$ cat config.mk
export PLATFORM = sky130hd
export DESIGN_NAME = header_gen
export DESIGN_NICKNAME = d
export VERILOG_FILES = /design/src/rtl/header_pkg.sv /design/src/rtl/header_gen.sv
export SDC_FILE = /design/constraint.sdc
export NUM_CORES = 1
export LEC_CHECK = 0
export BUFFER_PORTS_ARGS = -buffer_cell sky130_fd_sc_hd__buf_4
export CAP_MARGIN = 15
export CORE_MARGIN = 5
export CORE_UTILIZATION = 52
export CTS_BUF_LIST = sky130_fd_sc_hd__clkbuf_16
export DETAILED_ROUTE_END_ITERATION = 8
export GPL_TIMING_DRIVEN = 0
export PLACE_DENSITY = 0.81
export SETUP_SLACK_MARGIN = 0.2
export SLEW_MARGIN = 20
export SYNTH_ARGS = -nofsm -noshare
export SYNTH_HDL_FRONTEND = slang
export SYNTH_SLANG_ARGS = --single-unit
$ cat constraint.sdc
create_clock -name clk -period 2.9 [get_ports clk]
set_clock_uncertainty 0.15 [all_clocks]
set_input_delay 0.58 -clock clk [delete_from_list [all_inputs] [get_ports clk]]
set_output_delay 0.58 -clock clk [all_outputs]
set_load 0.005 [all_outputs]
$ cat src/rtl/header_pkg.sv
// rtl/header_pkg.sv - shared header byte constants and generator state encoding
// Purpose: constants and state type used by header_gen and header_detect.
package header_pkg;

    localparam logic [7:0] HDR_BYTE0 = 8'h55;
    localparam logic [7:0] HDR_BYTE1 = 8'hD5;

    typedef enum logic [1:0] {
        ST_IDLE    = 2'd0,
        ST_HDR     = 2'd1,
        ST_PAYLOAD = 2'd2,
        ST_GAP     = 2'd3
    } hdr_state_t;

endpackage

$ cat src/rtl/header_gen.sv
// rtl/header_gen.sv - frame generator: 0x55/0xD5 header pairs, payload pass-through, idle gap
// Purpose: on start, emits HDR_PAIRS header pairs, forwards payload bytes until
//          pl_last, then GAP_CYCLES idle-zero cycles followed by a done pulse.
// Ports:
//   clk, rst                  - clock, synchronous active-high reset
//   start                     - frame request, sampled only in IDLE
//   pl_data/pl_valid/pl_last  - payload byte stream, pl_ready accepts it
//   dout, dout_vld            - registered transmit byte stream
//   busy, done                - frame in progress / one-cycle completion pulse
module header_gen
    import header_pkg::*;
#(
    parameter int HDR_PAIRS  = 5,
    parameter int GAP_CYCLES = 2
)
(
    input  logic       clk,
    input  logic       rst,
    input  logic       start,
    input  logic [7:0] pl_data,
    input  logic       pl_valid,
    input  logic       pl_last,
    output logic       pl_ready,
    output logic [7:0] dout,
    output logic       dout_vld,
    output logic       busy,
    output logic       done
);

    localparam int PW = $clog2(HDR_PAIRS + 1);
    localparam int GW = $clog2(GAP_CYCLES + 1);
    localparam logic [PW-1:0] PAIR_LAST = PW'(HDR_PAIRS - 1);
    localparam logic [GW-1:0] GAP_LAST  = GW'(GAP_CYCLES);

    hdr_state_t    r_state, w_state;
    logic [PW-1:0] r_pair, w_pair;
    logic          r_phase, w_phase;   // 1: next header byte is 0xD5
    logic [GW-1:0] r_gap, w_gap;
    logic [7:0]    r_dout, w_dout;
    logic          r_dout_vld, w_dout_vld;
    logic          r_done, w_done;

    always_ff @(posedge clk) begin
        if (rst) begin
            r_state    <= ST_IDLE;
            r_pair     <= '0;
            r_phase    <= 1'b0;
            r_gap      <= '0;
            r_dout     <= 8'h00;
            r_dout_vld <= 1'b0;
            r_done     <= 1'b0;
        end else begin
            r_state    <= w_state;
            r_pair     <= w_pair;
            r_phase    <= w_phase;
            r_gap      <= w_gap;
            r_dout     <= w_dout;
            r_dout_vld <= w_dout_vld;
            r_done     <= w_done;
        end
    end

    // Output bytes are computed one cycle ahead and registered, so the byte
    // chosen in a state appears on dout during the following cycle. The final
    // 0xD5 is therefore loaded on the HDR->PAYLOAD edge, and the last payload
    // byte on the PAYLOAD->GAP edge.
    always_comb begin
        w_state    = r_state;
        w_pair     = r_pair;
        w_phase    = r_phase;
        w_gap      = r_gap;
        w_dout     = 8'h00;
        w_dout_vld = 1'b0;
        w_done     = 1'b0;
        case (r_state)
            ST_IDLE: begin
                if (start) begin
                    w_state    = ST_HDR;
                    w_dout     = HDR_BYTE0;
                    w_dout_vld = 1'b1;
                    w_pair     = '0;
                    w_phase    = 1'b1;
                end
            end
            ST_HDR: begin
                w_dout_vld = 1'b1;
                if (r_phase) begin
                    w_dout  = HDR_BYTE1;
                    w_phase = 1'b0;
                    if (r_pair == PAIR_LAST) begin
                        w_state = ST_PAYLOAD;
                    end else begin
                        w_pair = r_pair + 1'b1;
                    end
                end else begin
                    w_dout  = HDR_BYTE0;
                    w_phase = 1'b1;
                end
            end
            ST_PAYLOAD: begin
                // pl_ready is high throughout PAYLOAD, so pl_valid alone marks a transfer.
                if (pl_valid) begin
                    w_dout     = pl_data;
                    w_dout_vld = 1'b1;
                    if (pl_last) begin
                        w_state = ST_GAP;
                        w_gap   = '0;
                    end
                end
            end
            ST_GAP: begin
                // First GAP cycle still shows the last payload byte, hence the
                // count runs to GAP_CYCLES to produce GAP_CYCLES zero cycles.
                if (r_gap == GAP_LAST) begin
                    w_state = ST_IDLE;
                    w_done  = 1'b1;
                end else begin
                    w_gap = r_gap + 1'b1;
                end
            end
            default: begin
                w_state = ST_IDLE;
            end
        endcase
    end

    assign pl_ready = (r_state == ST_PAYLOAD);
    assign busy     = (r_state != ST_IDLE);
    assign dout     = r_dout;
    assign dout_vld = r_dout_vld;
    assign done     = r_done;

endmodule

==> results of run 1 <==
cell type report:
| type | instances | area [um2] |
|---|---|---|
| multi-input cells | 65 | 433 |
| fillers | 117 | 395 |
| flip-flops and latches | 18 | 360 |
| repair buffers | 24 | 180 |
| clock buffers | 3 | 75.1 |
| inverters | 7 | 26.3 |
| well taps | 16 | 20.0 |
| plain buffers | 3 | 12.5 |
| clock inverters | 1 | 3.75 |
final timing paths:
path,from,to,slack [ns],cells past startpoint
max,r_state[0]$_SDFFE_PP0P_,r_gap[0]$_SDFFE_PP0P_,0.96,6
min,r_pair[1]$_SDFFE_PP0P_,r_pair[1]$_SDFFE_PP0P_,0.35,2
max reg2reg,r_state[0]$_SDFFE_PP0P_,r_gap[0]$_SDFFE_PP0P_,0.96,6
min reg2reg,r_pair[1]$_SDFFE_PP0P_,r_pair[1]$_SDFFE_PP0P_,0.35,2
sequential cells by signal, indices dropped and copies added (netlist names):
register  count
r_pair        3
r_gap         2
r_state       2
dout          8
dout_vld      1
done          1
r_phase       1
per-stage QoR:
stage	util	total power [mW]	setup WS [ns]	instances	instance area, um2
after floorplan	-	0.549	1.16	93	832
after global placement	0.685	0.668	1.03	133	1030
after detailed placement	0.685	0.680	0.999	133	1030
after CTS	0.738	0.955	0.949	137	1110
after global routing	0.738	1.03	0.763	137	1110
final	0.738	0.949	0.958	137	1110
tightest hold or removal path: cells and delay by family (launching register included):
kind	cells	cell delay, ns
flops	1	0.31
compound gates	2	0.13
report_power, final:
group          total [mW]  internal [mW]  switching [mW]
clock               0.268          0.183          0.0854
sequential          0.328          0.297          0.0304
combinational       0.353          0.167           0.186
cells in the final DEF, fill, tap and decap left out, types with 4 or more instances in the layout:
cell type / netlist / layout
a21oi_1: 12 / 12
and3_1: 4 / 4
buf_4: 0 / 24
dfxtp_1: 18 / 18
ha_1: 8 / 8
inv_1: 7 / 7
nand2_1: 6 / 6
nand3_1: 4 / 4
nor2_1: 6 / 6
nor2b_1: 6 / 6
cell families (layout without fill, tap and decap cells):
kind of cell | Yosys count | in the layout | synth area share
mux | 3 | 3 | 0.0361
fa+ha+maj | 8 | 8 | 0.120
flops | 18 | 18 | 0.433
buf+inv | 10 | 38 | 0.0466
simple gates | 32 | 32 | 0.202
compound gates | 22 | 22 | 0.162
layer usage:
layer | share of wire | vias to the layer above
met3 | 0.080 | 2
met1 | 0.45 | 322
met2 | 0.46 | 29
met5 | 0 | -
li1 | - | 384
met4 | 0.0045 | 0
==> impl_metrics.tcl, run 1 <==
set metrics [dict create \
    status "complete, no violations" \
    critPathMaxStageDelay_ns 0.42 \
    fin_crit_ns 1.94 \
    slew_violations 0 \
    cts_buffers 3 \
    synth_top_area_cell "dfxtp_1" \
    cap_viol_max_count 0 \
    busiest_layer "met2" \
    critPathLaunchType "flip-flop" \
    grt_pass1_vias 746 \
    die_w_um 50 \
    grt-ovfl-total 0 \
    port_buffers 24 \
    post-synth-top-count-cell "dfxtp_1" \
    period_share 0.670 \
    cts_setup_buffers 0 \
    setup-violations-final 0 \
    path_class "reg2reg" \
    place_hpwl_um 1350 \
    max_freq_mhz 515 \
    peakVddDrop_mv 0.421 \
    firstDrtPassIters 4 \
    synth.distinct_cells 25 \
    core-area_um2 1510 \
    critPathBufInv 1 \
    synthesis.instances 93 \
    gr-usage-all-layers 0.166 \
    syn_nets 114 \
    synth_ff_type "dfxtp_1" \
    syn_area_per_cell_um2 8.95 \
    setup_tns_ns 0 \
    grt_first_pass_wirelength_um 3330 \
    dieArea_um2 2500 \
    synthTopCellsByCount "18 x dfxtp_1, 12 x a21oi_1, 8 x ha_1" \
    cp-end-kind "flip-flop" \
    cts.sinks 18 \
    use_met1 0.208 \
    cts.path.max_buffers 2 \
    totalWireLength_um 1780 \
    met3_usage 0.0482 \
    worst_pin_slew_ns 0.475 \
    p_leak_nw 0.510 \
    wire_per_inst_um 13.0 \
    hold_ws_ns 0.351 \
    root_buffer "clkbuf_16" \
    critPathMaxFanout 7 \
    cts_tree "built" \
    synthArstFlopShare 0 \
    rows 14 \
    yosysSeqAreaShare 0.433 \
    drt_iter0_markers 14 \
    required_ns 2.87 \
    cpLargestDelayFamily "compound AO/OA/AOI/OAI gates" \
    start_util 0.552 \
    hold_viol_final 0 \
    postRouteAntennaNets 0 \
    crit_arrival_ns 1.91 \
    antenna_found_initial 0 \
    synth.area.top_cells "dfxtp_1 43%, ha_1 12%, a21oi_1 7.2%, nor2b_1 4.5%, mux2i_1 3.6%" \
    cts-resized-gates 0 \
    ys_warn_count 0 \
    grtUsageMet2 0.270 \
    antennaDiodeCount 0 \
    num_io_pins 25 \
    route.detailed.drc 0 \
    place.gp.congestion 0.755 \
    drive_gt1_frac 0.248 \
    synth-edff-count 0 \
    via_count 737 \
    syn_area_um2 832 \
    syn_to_final_growth_pct 33.5 \
    synth-seq-cells 18 \
    min_path_type "reg2reg" \
    slew_headroom 0.683 \
    crit_path_top_delay_cell "a211oi_1" \
    p_per_area_nw_per_um2 854 \
    grt_max_degree 11 \
    synth_top_area_share 0.433 \
    cp_cell_sequence "inv_1 > ha_1 > a21boi_1 > a211oi_1 > mux2i_1 > nor2_1" \
    via_per_inst 5.38 \
    rsz0062_at_grt "no" \
    nets 143 \
    htreeDepth 1 \
    clkTransAtPathRegs_ns 0.05 \
    die_h_um 50 \
    clk_latency_ns 0.24 \
    hold_buffers 0 \
]
No activity file was read; power rests on OpenSTA's default activity.
==> inputs of run 2 (changes only) <==
--- a/config.mk
+++ b/config.mk
@@ -8,11 +8,11 @@
 export BUFFER_PORTS_ARGS = -buffer_cell sky130_fd_sc_hd__buf_4
 export CAP_MARGIN = 15
 export CORE_MARGIN = 5
-export CORE_UTILIZATION = 52
+export CORE_UTILIZATION = 49
 export CTS_BUF_LIST = sky130_fd_sc_hd__clkbuf_16
 export DETAILED_ROUTE_END_ITERATION = 8
 export GPL_TIMING_DRIVEN = 0
-export PLACE_DENSITY = 0.81
+export PLACE_DENSITY = 0.77
 export SETUP_SLACK_MARGIN = 0.2
 export SLEW_MARGIN = 20
 export SYNTH_ARGS = -nofsm -noshare
==> constraint.sdc (replaced) <==
create_clock -name clk -period 2 [get_ports clk]
set_clock_uncertainty 0.15 [all_clocks]
set_input_delay 0.4 -clock clk [delete_from_list [all_inputs] [get_ports clk]]
set_output_delay 0.4 -clock clk [all_outputs]
set_load 0.005 [all_outputs]
==> run 2 against run 1 <==
Effect of this change:
- power increased by 54%
- count of clock-buffer cells in the layout unchanged
- combinational power increased by 71%
- critical endpoint is now r_pair[0]$_SDFFE_PP0P_
- non-clock buffer count increased by 1
- global-route usage decreased by 1.7 points
- sequential share of layout area decreased by 0.91 points
- final area increased by 3.6%
==> impl_metrics.tcl, run 2 (synthesized netlist as in run 1, its figures left out) <==
set metrics [dict create \
    rsz0062_at_grt "yes" \
    setup_tns_ns 0 \
    largest_reg_flops 8 \
    antennaDiodeCount 0 \
    grt-ovfl-total 0 \
    clkTransAtPathRegs_ns 0.05 \
    slew_violations 0 \
    core-area_um2 1560 \
    nets 144 \
    crit_path_top_delay_cell "dfxtp_2" \
    hold_ws_ns 0.231 \
    grt_pass1_vias 711 \
    wire_per_inst_um 15.0 \
    root_buffer "clkbuf_16" \
    die_w_um 51.2 \
    totalWireLength_um 2050 \
    seqCellArea_um2 363 \
    layout_common_cells "26 x buf_4, 16 x dfxtp_1, 11 x a21oi_1" \
    multi_input_area_um2 464 \
    antenna_found_initial 0 \
    critPathMaxFanout 9 \
    die_h_um 51.2 \
    hold_buffers 0 \
    cts.path.max_buffers 2 \
    route.detailed.drc 0 \
    htreeDepth 1 \
    final_core_util 0.738 \
    num_io_pins 25 \
    syn_to_final_growth_pct 38.3 \
    slew_headroom 0.682 \
    clk_latency_ns 0.24 \
    worst_pin_slew_ns 0.477 \
    cts_buffers 3 \
    min_path_type "in2reg" \
    required_ns 2.02 \
    r2r-start "r_state[1]$_SDFFE_PP0P_" \
    holdPathStages 2 \
    p_per_area_nw_per_um2 1270 \
    drt_iter0_markers 23 \
    crit_start "r_state[1]$_SDFFE_PP0P_" \
    path_class "reg2reg" \
    cts_tree "built" \
    rows 14 \
    setup-violations-final 0 \
    fin_crit_ns 1.75 \
    gr-usage-all-layers 0.150 \
    stdcell_count 137 \
    hp-start "pl_data[1]" \
    crit_arrival_ns 1.77 \
    post-place-cells 133 \
    fillCellCount 125 \
    dieArea_um2 2620 \
    cp-end-kind "flip-flop" \
    cts.sinks 18 \
    period_share 0.875 \
    status "complete, no violations" \
    critPathLaunchType "flip-flop" \
    via_per_inst 5.48 \
    postRouteAntennaNets 0 \
    cp_cell_sequence "inv_2 > ha_1 > buf_4 > mux2i_1 > a31o_1 > or3_1 > a21oi_1" \
    max_freq_mhz 571 \
    start_util 0.534 \
    rr_worst_depth 7 \
    grt_first_pass_wirelength_um 3050 \
    drive_gt1_frac 0.339 \
    hold_viol_final 0 \
    p_leak_nw 0.516 \
    place_hpwl_um 1370 \
    place.gp.congestion 0.798 \
    cap_viol_max_count 0 \
    firstDrtPassIters 4 \
    grt_max_degree 11 \
    port_buffers 24 \
    via_count 751 \
    critPathMaxStageDelay_ns 0.34 \
    layout_commonest_cell "buf_4" \
    peakVddDrop_mv 1.06 \
]
[run 2: changes by cell type in the layout (fill, tap and decap cells not counted), sizes merged]
cell | before | now
buf | 25 | 26
clkinv | 1 | 0
[run 2: metrics by stage]
| stage | power [mW] | instance area, um2 | setup WS [ns] |
|---|---|---|---|
| after floorplan | 0.796 | 832 | 0.261 |
| after global placement | 0.973 | 1030 | 0.111 |
| after detailed placement | 0.987 | 1030 | 0.0675 |
| after CTS | 1.41 | 1130 | 0.205 |
| after global routing | 1.56 | 1150 | 0.170 |
| final | 1.46 | 1150 | 0.249 |
[run 2: path summary, 6_finish.rpt]
path / endpoint / slack [ns]
setup / recovery: r_pair[0]$_SDFFE_PP0P_ / 0.25
hold reg to reg: r_pair[1]$_SDFFE_PP0P_ / 0.35
hold / removal: dout[1]$_SDFF_PP0_ / 0.23
setup reg to reg: r_pair[0]$_SDFFE_PP0P_ / 0.25
[run 2: what timing repair did]
action / 4_1_cts / 5_1_grt
buffers inserted: 1 / 0
endpoints found under the hold margin: 0 / 0
pin swaps: 2 / 3
gates resized for setup: 4 / 9
setup endpoints to repair: 5 / 6
[run 2: cell type report]
type,instances,share of cell area
tap,16,0.0174
multi-input combinational,65,0.403
sequential,18,0.315
timing repair buffer,25,0.163
clock buffer,3,0.0652
buffer,3,0.0130
inverter,7,0.0228
[run 2: report_power, final]
part           switching (mW)  total [mW]  internal [mW]
Combinational           0.313       0.604          0.290
Clock                   0.120       0.382          0.262
Sequential             0.0416       0.476          0.435
Total                   0.475        1.46          0.987
[run 2: critical path: cells and delay by family, from the launching register on]
| kind | cells | cell delay [ns] |
|---|---|---|
| AO/OA/AOI/OAI | 2 | 0.38 |
| buffers and inverters | 2 | 0.24 |
| multiplexers | 1 | 0.13 |
| AND/OR/NAND/NOR | 1 | 0.32 |
| adder cells (fa/ha/maj) | 1 | 0.14 |
| flip-flops | 1 | 0.34 |
[run 2: per-layer routing]
layer,vias to the layer above,global-route usage,share of wire,routed length [um]
met5,-,0,0,0
met4,0,0.0538,0.020,40
met3,8,0.0291,0.079,161
met2,32,0.279,0.51,1050
met1,331,0.167,0.39,799
li1,380,-,-,-
